===== config.mk =====
export PLATFORM = sky130hd
export DESIGN_NAME = f16_acc
export DESIGN_NICKNAME = d
export VERILOG_FILES = /design/src/rtl/f16_acc.sv
export SDC_FILE = /design/constraint.sdc
export NUM_CORES = 1
export LEC_CHECK = 0
export ABC_AREA = 1
export CORE_MARGIN = 8
export CORE_UTILIZATION = 43
export DETAILED_ROUTE_END_ITERATION = 10
export SYNTH_ARGS = -nofsm -noshare
export SYNTH_HDL_FRONTEND = slang
export SYNTH_SLANG_ARGS = --single-unit

===== constraint.sdc =====
create_clock -name CLK -period 10.75 [get_ports CLK]
set_input_delay 2.15 -clock CLK [delete_from_list [all_inputs] [get_ports CLK]]
set_output_delay 2.15 -clock CLK [all_outputs]
set_load 0.03 [all_outputs]

===== src/rtl/f16_acc.sv =====
// Streaming float16 accumulator: sums LEN products per frame, RNE adds.
// Define F16_ACC_FTZ_EN to flush subnormal inputs and results to zero.
module f16_acc #(
   parameter int LEN = 16,
   localparam int CW = $clog2(LEN + 1)
) (
   input  logic          CLK,
   input  logic          RST,
   input  logic          DVI,
   input  logic [15:0]   DI,
   input  logic [5:0]    DI_TYPE,
   input  logic          FLUSH,
   output logic          DVO,
   output logic [15:0]   SUM,
   output logic [5:0]    SUM_TYPE,
   output logic [CW-1:0] CNT
);

   typedef enum logic {IDLE, ACC} state_t;

   state_t        state_q, state_d;
   logic [15:0]   acc_q;
   logic [CW-1:0] cnt_q;
   logic          nan_q;

   logic [15:0]   din;
   logic          in_nan;
   logic [15:0]   sum_new;
   logic [CW-1:0] cnt_new;
   logic          nan_new;
   logic          fin;
   logic [15:0]   res_sum;
   logic [CW-1:0] res_cnt;

   function automatic logic [5:0] f16_class(input logic [15:0] v);
      logic ez, eo, fz;
      logic [5:0] c;
      ez = (v[14:10] == 5'd0);
      eo = (v[14:10] == 5'h1F);
      fz = (v[9:0] == 10'd0);
      c = 6'b100000;
      unique case (1'b1)
         eo && !fz: c = 6'b000010;
         eo && fz:  c = 6'b000100;
         ez && fz:  c = 6'b001000;
         ez && !fz: c = 6'b010000;
         default:   c = 6'b100000;
      endcase
      return c;
   endfunction

   // One binary16 add, round to nearest-even, three guard bits (G,R,sticky)
   function automatic logic [15:0] fadd(input logic [15:0] a,
                                        input logic [15:0] b);
      logic        a_nan, b_nan, a_inf, b_inf, swap, sub, rup;
      logic [15:0] l, s;
      logic [5:0]  el, es, e, d;
      logic [3:0]  dc, lz, sft;
      logic [13:0] ml, ms, msh, m;
      logic [28:0] sh;
      logic [14:0] sum;
      logic [11:0] rs;
      a_nan = (a[14:10] == 5'h1F) && (a[9:0] != 10'd0);
      b_nan = (b[14:10] == 5'h1F) && (b[9:0] != 10'd0);
      a_inf = (a[14:10] == 5'h1F) && (a[9:0] == 10'd0);
      b_inf = (b[14:10] == 5'h1F) && (b[9:0] == 10'd0);
      if (a_nan || b_nan) return 16'h7E00;
      if (a_inf && b_inf && (a[15] != b[15])) return 16'h7E00;
      if (a_inf) return a;
      if (b_inf) return b;
      swap = (b[14:0] > a[14:0]);
      l = swap ? b : a;
      s = swap ? a : b;
      el = (l[14:10] == 5'd0) ? 6'd1 : {1'b0, l[14:10]};
      es = (s[14:10] == 5'd0) ? 6'd1 : {1'b0, s[14:10]};
      ml = {(l[14:10] != 5'd0), l[9:0], 3'b000};
      ms = {(s[14:10] != 5'd0), s[9:0], 3'b000};
      d = el - es;
      dc = (d > 6'd15) ? 4'd15 : d[3:0];
      sh = {ms, 15'd0} >> dc;
      msh = sh[28:15] | {13'd0, |sh[14:0]};
      sub = l[15] ^ s[15];
      sum = sub ? ({1'b0, ml} - {1'b0, msh})
                : ({1'b0, ml} + {1'b0, msh});
      if (sum == 15'd0) return {l[15] & s[15], 15'd0};
      e = el;
      if (sum[14]) begin
         m = sum[14:1] | {13'd0, sum[0]};
         e = e + 6'd1;
      end else begin
         lz = 4'd13;
         for (int i = 0; i <= 13; i++)
            if (sum[i]) lz = 4'(13 - i);
         // never shift below the minimum exponent: gradual underflow
         if ({2'b00, lz} > (e - 6'd1)) sft = 4'(e - 6'd1);
         else sft = lz;
         m = sum[13:0] << sft;
         e = e - {2'b00, sft};
      end
      rup = m[2] & (m[1] | m[0] | m[3]);
      rs = {1'b0, m[13:3]} + {11'd0, rup};
      if (rs[11]) begin
         e = e + 6'd1;
         rs = rs >> 1;
      end
      if (!rs[10]) e = 6'd0;
      if (e >= 6'd31) return {l[15], 5'h1F, 10'd0};
`ifdef F16_ACC_FTZ_EN
      if (e == 6'd0) return {l[15], 15'd0};
`endif
      return {l[15], e[4:0], rs[9:0]};
   endfunction

   always_comb begin
      din = DI;
      unique case (1'b1)
         DI_TYPE[5]: din = DI;
`ifdef F16_ACC_FTZ_EN
         DI_TYPE[4]: din = {DI[15], 15'd0};
`else
         DI_TYPE[4]: din = DI;
`endif
         DI_TYPE[3]: din = {DI[15], 15'd0};
         DI_TYPE[2]: din = {DI[15], 5'h1F, 10'd0};
         DI_TYPE[1]: din = 16'h7E00;
         DI_TYPE[0]: din = 16'h7E00;
         default:    din = DI;
      endcase
   end

   assign in_nan  = DI_TYPE[1] | DI_TYPE[0];
   assign sum_new = (state_q == IDLE) ? din : fadd(acc_q, din);
   assign cnt_new = cnt_q + CW'(1);
   assign nan_new = nan_q | in_nan;

   always_ff @(posedge CLK or posedge RST) begin
      if (RST) state_q <= IDLE;
      else     state_q <= state_d;
   end

   always_comb begin
      state_d = state_q;
      unique case (state_q)
         IDLE:    if (DVI && !fin) state_d = ACC;
         ACC:     if (fin) state_d = IDLE;
         default: state_d = IDLE;
      endcase
   end

   always_comb begin
      fin     = 1'b0;
      res_sum = acc_q;
      res_cnt = cnt_q;
      if (DVI) begin
         fin     = FLUSH || (cnt_new == CW'(LEN));
         res_sum = nan_new ? 16'h7E00 : sum_new;
         res_cnt = cnt_new;
      end else begin
         fin     = FLUSH && (state_q == ACC);
         res_sum = nan_q ? 16'h7E00 : acc_q;
      end
   end

   always_ff @(posedge CLK or posedge RST) begin
      if (RST) begin
         acc_q    <= 16'h0000;
         cnt_q    <= '0;
         nan_q    <= 1'b0;
         DVO      <= 1'b0;
         SUM      <= 16'h0000;
         SUM_TYPE <= 6'b001000;
         CNT      <= '0;
      end else begin
         DVO <= fin;
         if (fin) begin
            SUM      <= res_sum;
            SUM_TYPE <= f16_class(res_sum);
            CNT      <= res_cnt;
            acc_q    <= 16'h0000;
            cnt_q    <= '0;
            nan_q    <= 1'b0;
         end else if (DVI) begin
            acc_q <= sum_new;
            cnt_q <= cnt_new;
            nan_q <= nan_new;
         end
      end
   end

endmodule

==> flow_summary.toml <==
[worst_setup_path]
slowest_stage = "clkdlybuf4s50_1"
r2r-end = "SUM_TYPE[4]"
crit_path_end_kind = "flip-flop"
cp.arrival_ns = 12.75
worstRegToRegCells = 81
worstReg2RegStart = "acc_q[12]"
reg2reg_slack_ns = -0.02
cp_slowest_stage_delay_ns = 0.45
worstPathMaxFanout = 7
worst-setup-path-type = "primary input to flip-flop"
critPathRequiredTime_ns = 10.98
crit_path_frequent_cell = "inv_2"
cp-start-kind = "primary input"

[hold_path]
hold_class = "flip-flop to flip-flop"
worstHoldStart = "SUM_TYPE[3]"
hold_depth = 2
hold_path_end = "SUM_TYPE[3]"

[sta]
period_minus_slack_ns = 12.52
maxSlewViolCount = 0
setup_ws_ns = -1.77
fin_crit_sh = 1.16
setup_viol = 35
max_slew_margin = 0.304
tightest_slew_ns = 1.04
hold_viol_final = 0
finClkSkew_ns = 0.00334
rsz0062_at_grt = "true"
max_freq_mhz = 79.9

[place]
globalplace.congestion = 0.932
placed_area_um2 = 11000
portBuffers = 50
hpwl_mm = 22.1
dp_worst_setup_slack_ns = -2.42
place_inst = 1829

[routing]
via_count = 9868
vias_per_cell = 5.20
top_layer_used = "met4"
routedWlPerCell_um = 15.2
ant_nets = 0
met3_length_mm = 1.42
dr.pass1.iters = 5
dr.first_iter.drc_count = 639
wl_met1_mm = 12.6
drc = 0
drt-total-wl_mm = 28.7
dr_wl_met2_mm = 14.0

[floorplanning]
start_util = 0.437
core_area_um2 = 18600
die_w_um = 154
die_h_um = 154
rows = 50
ios = 54
dieArea_um2 = 23600

[clocking]
clock_latency_ns = 0.29
clock-root-buffer = "clkbuf_16"
cts_tree = "yes"
clkTransAtPathRegs_ns = 0.07
numClockSinks = 50
cts_inserted_buffers = 5
cts_buffer_depth = 2
h-tree-depth = 2
ctsHoldBuffers = 0

[logic_synthesis]
synth_cell_type_count = 67
ys_seq_area_frac = 0.154
syn_area_per_cell_um2 = 6.26
synthArstFlopShare = 1.00
yosysTopAreaCell = "nand2_1"
synth_edf_count = 0
ys_ff_latch = 50
synthTopCellsByCount = "353 x nand2_1, 158 x inv_1, 143 x nand3_1, 93 x nor2_1, 75 x o21ai_0"
synth.top_cell.area_share = 0.163
syn-cell-area_um2 = 8150
synthTopCellsByArea = "nand2_1 16%, dfrtp_1 15%, nand3_1 8.8%, ha_1 7.8%, inv_1 7.3%"
ys_warn_count = 0
yosysMostFrequentCell = "nand2_1"
synthesis.nets = 1383
synth_flop_cell = "dfrtp_1"
syn_inst = 1303

[layout]
multi_input_comb_area_um2 = 6810
instances_no_fill = 1897
drive_above_1_share = 0.395
nets = 1742
fin_area_um2 = 12400
layout-area-overhead-vs-synth_pct = 51.9
area.sequential_um2 = 1250
n_antenna_cell = 0
fillerInstances = 1679

[global_route]
antenna_found_initial = 0
globalRoute.totalOverflow = 0
grt_first_pass_wirelength_mm = 45.4
grt_max_degree = 51
first_global_vias = 9381
track_usage = 0.228

[outcome]
status = "complete, but fails checks"
violations = "setup timing"

[flow_run]
cap_violations = 0
-- metal layers --
metal,GRT usage,vias to the layer above
li1,-,4998
met1,0.301,4490
met2,0.388,320
met3,0.0249,60
met4,0.0621,0
met5,0,-
-- timing repair --
item / 4_1_cts / 5_1_grt
gates cloned: 5 / 2
resized for setup: 97 / 98
setup buffers: 33 / 27
pin swaps: 88 / 57
setup endpoints to repair: 35 / 35
-- layout by cell type, fill, tap and decap left out, drive strengths merged, types with 4 or more instances in the layout --
cell type      Yosys  final
nand2            399    404
buf               26    344
nand3            170    171
inv              169    170
nor2             115    115
o21ai            108    108
ha                51     51
dfrtp             49     49
a21oi             47     47
clkdlybuf4s50      0     43
nand4             41     41
xor2              18     18
xnor2              9      9
clkinv             9      8
nor4               7      7
or2                7      7
o22ai              7      7
nor3               6      6
clkbuf            18      6
a21boi             6      6
and2               5      5
a31oi              5      5
o211ai             4      4
-- how the worst max path moves through the flow --
| stage | startpoint | to | slack [ns] | cells past startpoint |
|---|---|---|---|---|
| floorplan | DI_TYPE[0] | SUM_TYPE[4] | -1.64 | 92 |
| global placement | DI_TYPE[0] | SUM_TYPE[4] | -2.15 | 90 |
| detailed placement | DI_TYPE[0] | SUM_TYPE[4] | -2.42 | 91 |
| CTS | DI_TYPE[1] | SUM_TYPE[4] | -1.54 | 91 |
| global route | DI_TYPE[1] | SUM_TYPE[4] | -2.51 | 90 |
| finish | DI[11] | SUM_TYPE[4] | -1.77 | 83 |
-- critical path: cells and delay by family --
kind | cells | cell delay [ns]
XOR/XNOR | 4 | 0.65
buffers and inverters | 19 | 2.08
AND/OR/NAND/NOR | 35 | 3.74
adder cells (fa/ha/maj) | 7 | 1.72
AO/OA/AOI/OAI | 18 | 2.38
-- area by class of cell --
class                           count  share of cell area
Tap cell                          234              0.0236
Multi-Input combinational cell   1036               0.550
Timing Repair Buffer              391               0.255
Inverter                          178              0.0567
Clock buffer                        6              0.0104
Clock inverter                      2             0.00303
Sequential cell                    50               0.101
-- state kept, by name (all words and copies together), names as in the netlist --
register / cells
CNT: 5
acc_q: 16
nan_q: 1
state_q: 1
SUM: 16
cnt_q: 5
DVO: 1
SUM_TYPE: 5
-- kinds of logic (layout without fill, tap and decap cells) --
family,count (synthesis),count (layout),share of synthesized area
AOI/OAI and AO/OA,194,194,0.143
xor gates and xnor gates,27,27,0.0355
adders and majority gates,54,54,0.0856
buffers and inverters,223,577,0.129
DFF,50,50,0.154
other,1,1,0.000460
and+or+nand+nor,754,760,0.453
-- per-stage QoR --
stage	hold slack (ns)	utilization	setup TNS [ns]
3_5_place_dp	0.462	0.591	-72.81
3_3_place_gp	0.461	0.591	-63.69
5_1_grt	0.501	0.664	-78.04
4_1_cts	0.473	0.634	-44.97
6_report	0.465	0.664	-52.94
2_1_floorplan	0.501	-	-46.21
Power is not shown: default switching activity piles up to over one toggle a cycle in this logic, so the estimate is an artifact.
